===== src/rtl/fetch_chan_resp_pkg.sv =====
// Shared frontend definitions for the fetch-request channel responder:
// FSM state encoding, line/beat geometry and the PC slice macro.
`ifndef FETCH_CHAN_RESP_DEFS
`define FETCH_CHAN_RESP_DEFS
// Bits of a fetch PC that select a 16-byte line (drops the in-line offset).
`define PC_RANGE(aw) (aw)-1:fetch_chan_resp_pkg::LINE_OFF_W
`endif

package fetch_chan_resp_pkg;

    localparam int LINE_BYTES = 16;
    localparam int BEAT_BYTES = 8;
    localparam int LINE_OFF_W = $clog2(LINE_BYTES);

    typedef enum logic [2:0] {
        FCR_IDLE  = 3'd0,
        FCR_REQ0  = 3'd1,
        FCR_WAIT0 = 3'd2,
        FCR_REQ1  = 3'd3,
        FCR_WAIT1 = 3'd4,
        FCR_DONE  = 3'd5,
        FCR_DRAIN = 3'd6
    } fcr_state_t;

    // True in the states where a memory read is outstanding.
    function automatic logic fcr_resp_expected(fcr_state_t s);
        return (s == FCR_WAIT0) || (s == FCR_WAIT1) || (s == FCR_DRAIN);
    endfunction

endpackage


===== src/rtl/fetch_chan_resp.sv =====
// Fetch-request channel responder: accepts a PC, reads its 16-byte line as
// two 64-bit beats from memory and reports the line with a one-cycle pulse.
// A redirect discards in-flight work so a stale line is never reported.
module fetch_chan_resp
    import fetch_chan_resp_pkg::*;
#(
    parameter int ADDR_W = 64,
    parameter int BEAT_W = 64
) (
    input  logic                  clock,
    input  logic                  reset_n,
    input  logic                  redirect_valid,
    input  logic                  pc_index_valid,
    input  logic [ADDR_W-1:0]     pc_index,
    output logic                  pc_index_ready,
    output logic                  pc_operation_done,
    output logic [2*BEAT_W-1:0]   fetch_line,
    output logic [ADDR_W-1:0]     fetch_line_pc,
    output logic                  mem_req_valid,
    output logic [ADDR_W-1:0]     mem_req_addr,
    input  logic                  mem_req_ready,
    input  logic                  mem_resp_valid,
    input  logic [BEAT_W-1:0]     mem_resp_data
);

    fcr_state_t                state_reg, state_next;
    logic [ADDR_W-1:0]         base_reg;
    logic [2*BEAT_W-1:0]       line_out_reg;
    logic [ADDR_W-1:0]         line_pc_reg;
    logic [2*BEAT_W-1:0]       line_buf;
    logic                      accept;

    // The in-line offset of the PC is irrelevant: lines are always aligned.
    logic unused_pc_offset;
    assign unused_pc_offset = &{1'b0, pc_index[LINE_OFF_W-1:0]};

    // Outputs are forced inactive while reset is held so the reset cycle
    // itself already shows reset values.
    assign pc_index_ready    = reset_n && (state_reg == FCR_IDLE) && !redirect_valid;
    assign pc_operation_done = reset_n && (state_reg == FCR_DONE) && !redirect_valid;
    assign mem_req_valid     = reset_n && ((state_reg == FCR_REQ0) || (state_reg == FCR_REQ1));
    assign mem_req_addr      = (state_reg == FCR_REQ1) ? base_reg + ADDR_W'(BEAT_BYTES) : base_reg;
    assign accept            = pc_index_valid && pc_index_ready;

    // During the done pulse the freshly assembled line is presented directly;
    // otherwise the last reported line is held.
    assign fetch_line    = pc_operation_done ? line_buf : line_out_reg;
    assign fetch_line_pc = pc_operation_done ? base_reg : line_pc_reg;

    // Next-state logic; redirect overrides every other transition.
    always_comb begin
        state_next = state_reg;
        unique case (state_reg)
            FCR_IDLE: begin
                if (accept) state_next = FCR_REQ0;
            end
            FCR_REQ0, FCR_REQ1: begin
                if (redirect_valid)
                    state_next = mem_req_ready ? FCR_DRAIN : FCR_IDLE;
                else if (mem_req_ready)
                    state_next = (state_reg == FCR_REQ0) ? FCR_WAIT0 : FCR_WAIT1;
            end
            FCR_WAIT0, FCR_WAIT1: begin
                if (redirect_valid)
                    state_next = mem_resp_valid ? FCR_IDLE : FCR_DRAIN;
                else if (mem_resp_valid)
                    state_next = (state_reg == FCR_WAIT0) ? FCR_REQ1 : FCR_DONE;
            end
            FCR_DONE: state_next = FCR_IDLE;
            // A redirect here keeps draining; once the outstanding beat has
            // returned nothing is in flight, so leave regardless of redirect.
            FCR_DRAIN: begin
                if (mem_resp_valid) state_next = FCR_IDLE;
            end
            default: state_next = FCR_IDLE;
        endcase
    end

    // State register.
    always_ff @(posedge clock) begin
        if (!reset_n) state_reg <= FCR_IDLE;
        else          state_reg <= state_next;
    end

    // Line base address latched at the request handshake.
    always_ff @(posedge clock) begin
        if (!reset_n)    base_reg <= '0;
        else if (accept) base_reg <= {pc_index[`PC_RANGE(ADDR_W)], {LINE_OFF_W{1'b0}}};
    end

    // One capture register per beat, loaded in that beat's wait state.
    for (genvar gi = 0; gi < 2; gi++) begin : g_beat
        localparam fcr_state_t CAP_STATE = (gi == 0) ? FCR_WAIT0 : FCR_WAIT1;
        logic [BEAT_W-1:0] beat_reg;

        // Capture beat gi unless the same cycle carries a redirect.
        always_ff @(posedge clock) begin
            if (!reset_n)
                beat_reg <= '0;
            else if ((state_reg == CAP_STATE) && mem_resp_valid && !redirect_valid)
                beat_reg <= mem_resp_data;
        end
    end

    assign line_buf = {g_beat[1].beat_reg, g_beat[0].beat_reg};

    // Reported line and address, committed only on an unsuppressed done.
    always_ff @(posedge clock) begin
        if (!reset_n) begin
            line_out_reg <= '0;
            line_pc_reg  <= '0;
        end else if (pc_operation_done) begin
            line_out_reg <= line_buf;
            line_pc_reg  <= base_reg;
        end
    end

`ifndef SYNTHESIS
    // A reset taken while a read was outstanding leaves one orphan response
    // that may legally arrive in any state afterwards.
    logic orphan_reg;
    always_ff @(posedge clock) begin
        if (!reset_n) orphan_reg <= orphan_reg || fcr_resp_expected(state_reg);
        else          orphan_reg <= orphan_reg && !mem_resp_valid;
    end

    a_resp_protocol: assert property (@(posedge clock) disable iff (!reset_n)
        mem_resp_valid |-> (fcr_resp_expected(state_reg) || orphan_reg))
        else $error("mem_resp_valid with no read outstanding");

    a_req_stable: assert property (@(posedge clock) disable iff (!reset_n)
        (mem_req_valid && !mem_req_ready && !redirect_valid)
            |=> (mem_req_valid && $stable(mem_req_addr)))
        else $error("memory request changed while stalled");
`endif

endmodule


===== config.mk =====
export PLATFORM = sky130hd
export DESIGN_NAME = fetch_chan_resp
export DESIGN_NICKNAME = d
export VERILOG_FILES = /design/src/rtl/fetch_chan_resp_pkg.sv /design/src/rtl/fetch_chan_resp.sv
export SDC_FILE = /design/constraint.sdc
export NUM_CORES = 1
export LEC_CHECK = 0
export ABC_AREA = 1
export CORE_MARGIN = 2
export CORE_UTILIZATION = 45
export CTS_BUF_LIST = sky130_fd_sc_hd__clkbuf_4 sky130_fd_sc_hd__clkbuf_8 sky130_fd_sc_hd__clkbuf_16
export CTS_CLUSTER_DIAMETER = 200
export CTS_CLUSTER_SIZE = 14
export DETAILED_ROUTE_END_ITERATION = 8
export DONT_BUFFER_PORTS = 1
export PLACE_DENSITY_LB_ADDON = 0.25
export SKIP_CTS_REPAIR_TIMING = 1
export SYNTH_ARGS = -nofsm -noshare
export SYNTH_HDL_FRONTEND = slang
export SYNTH_SLANG_ARGS = --single-unit

===== constraint.sdc =====
create_clock -name clock -period 1.51 [get_ports clock]
set_clock_uncertainty 0.05 [all_clocks]
set_input_delay 0.151 -clock clock [delete_from_list [all_inputs] [get_ports clock]]
set_output_delay 0.151 -clock clock [all_outputs]
set_load 0.01 [all_outputs]

After elaboration in Yosys (flattened, before gate mapping). Index checks and enable logic that the tools add are counted.

Input port bits: 134. Bits in registers: 383. Output and inout bits: 259. Logic and storage cells: 47.

Reductions and logical operators: 16. Equality and inequality tests: 10. Add/subtract/negate cells: 1. Mux-type cells: 14.

Operators by type and width (number): 128-bit 2-to-1 mux (1); 64-bit 2-to-1 mux (2); 64-bit by 4-bit adder with 64-bit output (second input constant) (1); 3-bit 2-to-1 mux (10); 3-bit case mux with 4 select lines (1); 1-bit logical AND (10); 3-bit == test (second input constant) (3); 3-bit by 2-bit == test with 1-bit output (second input constant) (2); 3-bit inequality test (second input constant) (2); 2-bit inequality test (second input constant) (2); 4-bit AND reduction (1); 2-bit OR reduction (2); 3-bit by 1-bit == test with 1-bit output (second input constant) (1); 3-bit zero test (1); 1-bit zero test (1); 1-bit logical OR (1).

Longest topological paths before layout. Gate-level depths: netlist of the first run.

Depth after elaboration: 6. Depth in mapped cells: 9. Mapped depth without buffers: 8.

Worst setup path before layout of the first run. OpenSTA, ideal clock, no wires.

Path type: register -> output. Start point: register state_reg[1]. End point: output fetch_line[117]. Arrival time: 1.348 ns. Required time: 1.309 ns. Path buffers: 2. Slack: -0.039 ns. Stages on the path, launching flop included: 9. Path through: dfxtp_1 nor3_4 nand2_4 inv_4 buf_6 buf_6 or2_2 o21ai_0 inv_1.

Cells in the longest elaborated chain, start to end: 4.

Ends and longest elaborated chain: start: declaration (RTL line fetch_chan_resp.sv:26) `fcr_state_t state_reg, state_next;`; start signal: assignment (RTL line fetch_chan_resp.sv:82) `else state_reg <= state_next;`; 3-bit == test (RTL line fetch_chan_resp.sv:40) `assign pc_operation_done = reset_n && (state_reg == FCR_DONE) && !redirect_valid;`; 1-bit logical AND (2 in a row) (RTL line fetch_chan_resp.sv:40); 128-bit 2-to-1 mux; end: declaration (RTL line fetch_chan_resp.sv:17) `output logic [2*BEAT_W-1:0] fetch_line,`.

Every way passes these cells.

Final worst setup path of the first run.
Start point: register state_reg[0]. End point: output fetch_line[53].

Same word-level chain as after synthesis.

==> results.toml, run 1 <==
[status]
status = "complete, but fails checks"
violations = "hold timing, setup timing"

[drt]
dr.first_iter.drc_count = 859
postRouteAntennaNets = 0
wire_per_inst_um = 16.81
via_count = 12464
dr.pass1.iters = 5
avgViaCountPerCell = 5.089
wl_um = 41160
route.detailed.drc = 0

[worst_setup_path]
crit_family = "buffers and inverters"
worstPathRequired_ns = 1.31
critPathSlowestCell = "dfxtp_2"
critPathMaxFanout = 12
critPathLaunchType = "flip-flop"
cp.arrival_ns = 2.05
critPathMostFrequentCell = "buf_4"
rr_worst_depth = 7
worst-setup-path-type = "flip-flop to output pin"
rrSetupSlack_ns = -0.18
cp.buffers_inverters = 4
max_stage_delay_ns = 0.34
reg2reg_to = "base_reg[19]"
crit_path_end_kind = "output pin"
r2r-start = "state_reg[1]"
cp_cell_sequence = "inv_2 -> nor3_4 -> nand2_8 -> buf_4 -> buf_4 -> o21ai_1 -> inv_1"

[clock_network]
cts_made_buffers = 31
cts_tree = "yes"
clk_path_buf_depth = 3
h-tree-depth = 1
clock_latency_ns = 0.56
clk_root_buffer_cell = "clkbuf_16"
clk_pin_slew_ns = 0.07
cts_sinks = 383

[power_and_ir_drop]
swShare = 0.2895
vdd_drop_max_uv = 840.9
power_leakage_nw = 8.868
p_clk_frac = 0.314
seqPwrFrac = 0.495
power_density_mw_per_mm2 = 1261
p_int_mw = 16.11
total_power_mw = 22.68
switchingPower_mw = 6.566
power_frac_comb = 0.192

[worst_hold_path]
min_to = "g_beat[1].beat_reg[32]"
hold_path_class = "primary input to flip-flop"
hold_path_depth = 2
min_from = "reset_n"

[sta]
fin_crit_sh = 1.492
finalSetupViolCount = 497
fmax_mhz = 443.8
tns_ns = -153.49
slew_viol_final = 0
grt_setup_unrepaired = "yes"
setup_ws_ns = -0.7434
maxSlewHeadroom = 0.4286
tightest_slew_ns = 0.8543
min_period_ns = 2.253
finalHoldViolCount = 131
whs_ns = -0.3248

[place]
place_congestion = 0.8100
port_buffers = 0
dp_hpwl_um = 25030

[layout]
diodes = 0
fin_nets = 2141
area_growth_syn_to_layout_pct = 22.49
drive_gt1_frac = 0.1799
nFillCells = 2975

[synthesis]
yosysSeqAreaShare = 0.5221
yosys.area.top_type = "dfxtp_1"
ys_dominant_reg_cell = "dfxtp_1"
yosys_warnings = 0
yosysUniqueCellTypes = 25
postSynthAreaPerCell_sq_um = 7.713
syn_inst = 1904
async_reset_ff_frac = 0
synth_edf_count = 0
yosysTopAreaCellShare = 0.5221
synth_area_leaders = "dfxtp_1 (52%), nor2_1 (12%), o21ai_0 (6.9%)"
synth_common_cells = "nor2_1 (461), dfxtp_1 (383), o21ai_0 (201), inv_1 (198), o21ai_1 (117)"
yosys.cell_count.top_type = "nor2_1"
ys_ff_latch = 383
syn_area_sq_mm = 0.01469

[grt]
grt_pass1_wl_um = 58690
grt_use_total = 0.2127
grt-ovfl-total = 0
grt_max_degree = 133
antenna_found_initial = 0
grt_pass1_vias = 11068

[flow_run]
max_cap_violations = 0

[floorplan]
core_area_sq_mm = 0.03237
start_util = 0.4537
die_w_um = 184.7
num_rows = 66
die_h_um = 184.7
dieArea_sq_mm = 0.03410
io_pins = 393
cell type report:
type                       instances  area [sq um]  area share
sequential                       383          7671      0.4264
inverter                         203         782.0     0.04347
clock buffer                      31         775.7     0.04312
clock inverter                     2         20.02    0.001113
multi-input combinational       1188          5901      0.3280
tap                              442         553.0     0.03074
timing repair buffer             200          2286      0.1271
layer usage:
metal	routed length (um)	GRT usage	up-vias
li1	-	-	6119
met1	17540	0.2677	5872
met2	19850	0.3567	400
met3	2692	0.05256	73
met4	1076	0.07111	0
met5	0	0	-
cell usage in the layout, fill, tap and decap left out:
| master | synthesis | final |
|---|---|---|
| clkbuf_16 | 0 | 39 |
| nor2_4 | 0 | 1 |
| or2_4 | 0 | 8 |
| or2_2 | 87 | 83 |
| o21ai_4 | 0 | 3 |
| nor3_4 | 2 | 2 |
| nor3_1 | 5 | 5 |
| dfxtp_1 | 383 | 380 |
| inv_8 | 0 | 2 |
| buf_8 | 0 | 3 |
| nand2_1 | 75 | 75 |
| buf_12 | 0 | 17 |
| nand3_2 | 0 | 1 |
| nand2_2 | 1 | 1 |
| clkinv_8 | 0 | 1 |
| buf_16 | 0 | 4 |
| o21ai_2 | 0 | 74 |
| inv_2 | 4 | 73 |
| o21ai_0 | 201 | 145 |
| buf_6 | 20 | 3 |
| nand2_8 | 0 | 1 |
| o21ai_1 | 117 | 96 |
| dfxtp_2 | 0 | 3 |
| inv_1 | 198 | 128 |
| nor2_2 | 3 | 2 |
| nor2_1 | 461 | 461 |
| inv_6 | 0 | 1 |
| or2_1 | 102 | 98 |
| nand3_1 | 66 | 65 |
| dlygate4sd3_1 | 0 | 127 |
| buf_4 | 11 | 38 |
| conb_1 | 1 | 3 |
| a21oi_1 | 62 | 62 |
| nand2_4 | 2 | 1 |
| nand3b_1 | 1 | 1 |
power by group through the flow:
stage	logic (mW)	registers [mW]	clock network, mW
floorplan	2.79	11.3	0
global placement	3.67	11.4	0
detailed placement	3.72	11.4	0
CTS	3.74	11.2	7.27
global route	4.82	11.3	7.65
finish	4.34	11.2	7.12
cells by family after synthesis:
logic type             after synthesis  share of synthesized area
and+or+nand+nor                    805                     0.2477
AOI/OAI and AO/OA                  380                     0.1295
buffers and inverters              335                     0.1005
DFF                                383                     0.5221
other                                1                  0.0002554
metrics by stage:
step	setup slack [ns]	hold WS, ns	area (sq um)	util	instances
global route	-0.8119	-0.3340	17990	0.5557	2449
finish	-0.7434	-0.3248	17990	0.5557	2449
floorplan	0.002385	0.2359	14730	-	1906
CTS	-1.025	-0.3563	16090	0.4970	2310
global placement	-0.4408	0.2402	15290	0.4724	2277
detailed placement	-0.4054	0.2448	15290	0.4724	2277
worst max-delay path by stage:
stage | start | slack, ns | endpoint | cells after the start
CTS | state_reg[2] | -1.02 | fetch_line[0] | 6
floorplan | state_reg[2] | 0.002 | fetch_line[117] | 9
finish | state_reg[0] | -0.74 | fetch_line[53] | 7
detailed placement | state_reg[2] | -0.41 | fetch_line[0] | 6
global route | state_reg[0] | -0.81 | fetch_line[53] | 7
global placement | state_reg[2] | -0.44 | fetch_line[0] | 6
(Power assumes the default switching activity.)
==> run 2, diff against run 1 <==
--- a/config.mk
+++ b/config.mk
@@ -6,7 +6,7 @@
 export NUM_CORES = 1
 export LEC_CHECK = 0
 export ABC_AREA = 1
-export CORE_MARGIN = 2
+export CORE_ASPECT_RATIO = 0.6
 export CORE_UTILIZATION = 45
 export CTS_BUF_LIST = sky130_fd_sc_hd__clkbuf_4 sky130_fd_sc_hd__clkbuf_8 sky130_fd_sc_hd__clkbuf_16
 export CTS_CLUSTER_DIAMETER = 200
==> run 2 against run 1 <==
Effect of this change:
- combinational power about the same
- clock power about the same
- final area decreased by 1.4%
- the flow still finishes with violations (hold timing, setup timing)
- setup slack got worse by 0.081 ns
- global-route usage increased by 0.87 points
- core utilization increased by 0.44 points
- sequential power about the same
- clock-buffer cell count unchanged
- sequential cell count unchanged
- critical path depth decreased by 1
- sequential share of layout area increased by 0.62 points
- non-clock buffer count decreased by 15
- largest cell class unchanged
- critical path type unchanged
==> results.toml, run 2 (same netlist as run 1, synthesis figures left out) <==
[status]
status = "complete, but fails checks"
violations = "hold timing, setup timing"

[clock_network]
cts_sinks = 383
clk_pin_slew_ns = 0.07
clk_root_buffer_cell = "clkbuf_16"
clock_latency_ns = 0.57
clk_path_buf_depth = 3
h-tree-depth = 1
cts_made_buffers = 31
cts_tree = "yes"

[sta]
min_period_ns = 2.335
finalSetupViolCount = 570
whs_ns = -0.3086
maxSlewHeadroom = 0.4260
finalHoldViolCount = 131
slew_viol_final = 0
grt_setup_unrepaired = "yes"
fmax_mhz = 428.3
tightest_slew_ns = 0.8610
fin_crit_sh = 1.546
setup_ws_ns = -0.8247
tns_ns = -172.64

[place]
dp_hpwl_um = 25060
place_congestion = 0.7964
dp.cells = 2224
dp_slack_ns = -0.2047
port_buffers = 0

[worst_setup_path]
critPathLaunchType = "flip-flop"
worstPathRequired_ns = 1.31
cp.buffers_inverters = 3
cp_cell_sequence = "inv_2 -> nor3_4 -> nand2_8 -> buf_12 -> o21ai_1 -> inv_1"
crit_family = "buffers and inverters"
crit_path_end_kind = "output pin"
max_stage_delay_ns = 0.33
critPathMaxFanout = 89
worst-setup-path-type = "flip-flop to output pin"
cp.arrival_ns = 2.13
critPathSlowestCell = "dfxtp_2"

[drt]
via_count = 12523
avgViaCountPerCell = 5.194
route.detailed.drc = 0
postRouteAntennaNets = 0
dr.first_iter.drc_count = 855
dr.pass1.iters = 5
wl_um = 42930
wire_per_inst_um = 17.81

[floorplan]
start_util = 0.4639
die_w_um = 235.2
io_pins = 393
num_rows = 50
core_area_sq_mm = 0.03166
die_h_um = 141.9
dieArea_sq_mm = 0.03338

[power_and_ir_drop]
vdd_drop_max_uv = 867.7
power_density_mw_per_mm2 = 1278
power_leakage_nw = 8.837

[layout]
utilization = 0.5601
nFillCells = 2908
final_cell_mix = "nor2_1 (461), dfxtp_1 (380), inv_1 (148), o21ai_0 (130), dlygate4sd3_1 (126)"
final_cells = 2411
drive_gt1_frac = 0.1560
area_growth_syn_to_layout_pct = 20.74
fin_nets = 2127
final_common_cell = "nor2_1"

[grt]
antenna_found_initial = 1
grt_max_degree = 133
grt_pass1_vias = 10783
grt_use_total = 0.2214
grt_pass1_wl_um = 59850
grt-ovfl-total = 0

[worst_hold_path]
hold_path_class = "primary input to flip-flop"

[flow_run]
max_cap_violations = 0
-- run 2: path summary, 6_finish.rpt --
path,start,end,slack (ns),cells after the start
min,reset_n,g_beat[0].beat_reg[60],-0.31,2
max,state_reg[0],fetch_line[115],-0.82,6
min reg2reg,line_pc_reg[3],line_pc_reg[3],0.40,2
max reg2reg,state_reg[1],base_reg[45],-0.21,7
-- run 2: worst reg2reg max path, stage by stage (launching register included) --
cell and delay (ns):
dfxtp_2 0.34, buf_4 0.15, nor2_2 0.12, nand2_2 0.09, nor3_4 0.22, buf_12 0.31, nand3_1 0.21, a21oi_1 0.16
-- run 2: area by class of cell --
cell class | count | area [sq um] | share of cell area
Multi-Input combinational cell | 1188 | 5819 | 0.3282
Timing Repair inverter | 1 | 16.27 | 0.0009174
Antenna cell | 2 | 5.005 | 0.0002823
Timing Repair Buffer | 185 | 2107 | 0.1188
Tap cell | 416 | 520.5 | 0.02936
Clock inverter | 2 | 20.02 | 0.001129
Sequential cell | 383 | 7671 | 0.4326
Clock buffer | 31 | 775.7 | 0.04375
Inverter | 203 | 795.8 | 0.04488
-- run 2: metal layers --
layer	global-route usage	routed length (um)
met1	0.3035	19370
met4	0.06192	1159
met2	0.3402	19360
met5	0	0
met3	0.06381	3046
-- run 2: power by group --
group / leakage [nW] / total (mW) / switching, mW / internal (mW)
Combinational: 5.35 / 4.34 / 2.69 / 1.66
Sequential: 3.09 / 11.2 / 0.430 / 10.8
Clock: 0.393 / 7.09 / 3.47 / 3.62
-- run 2: metrics by stage --
step | power (mW) | instance area (sq um)
global route | 23.76 | 17730
finish | 22.66 | 17730
CTS | 22.15 | 15800
detailed placement | 15.05 | 15010
global placement | 14.97 | 15010
floorplan | 14.10 | 14730
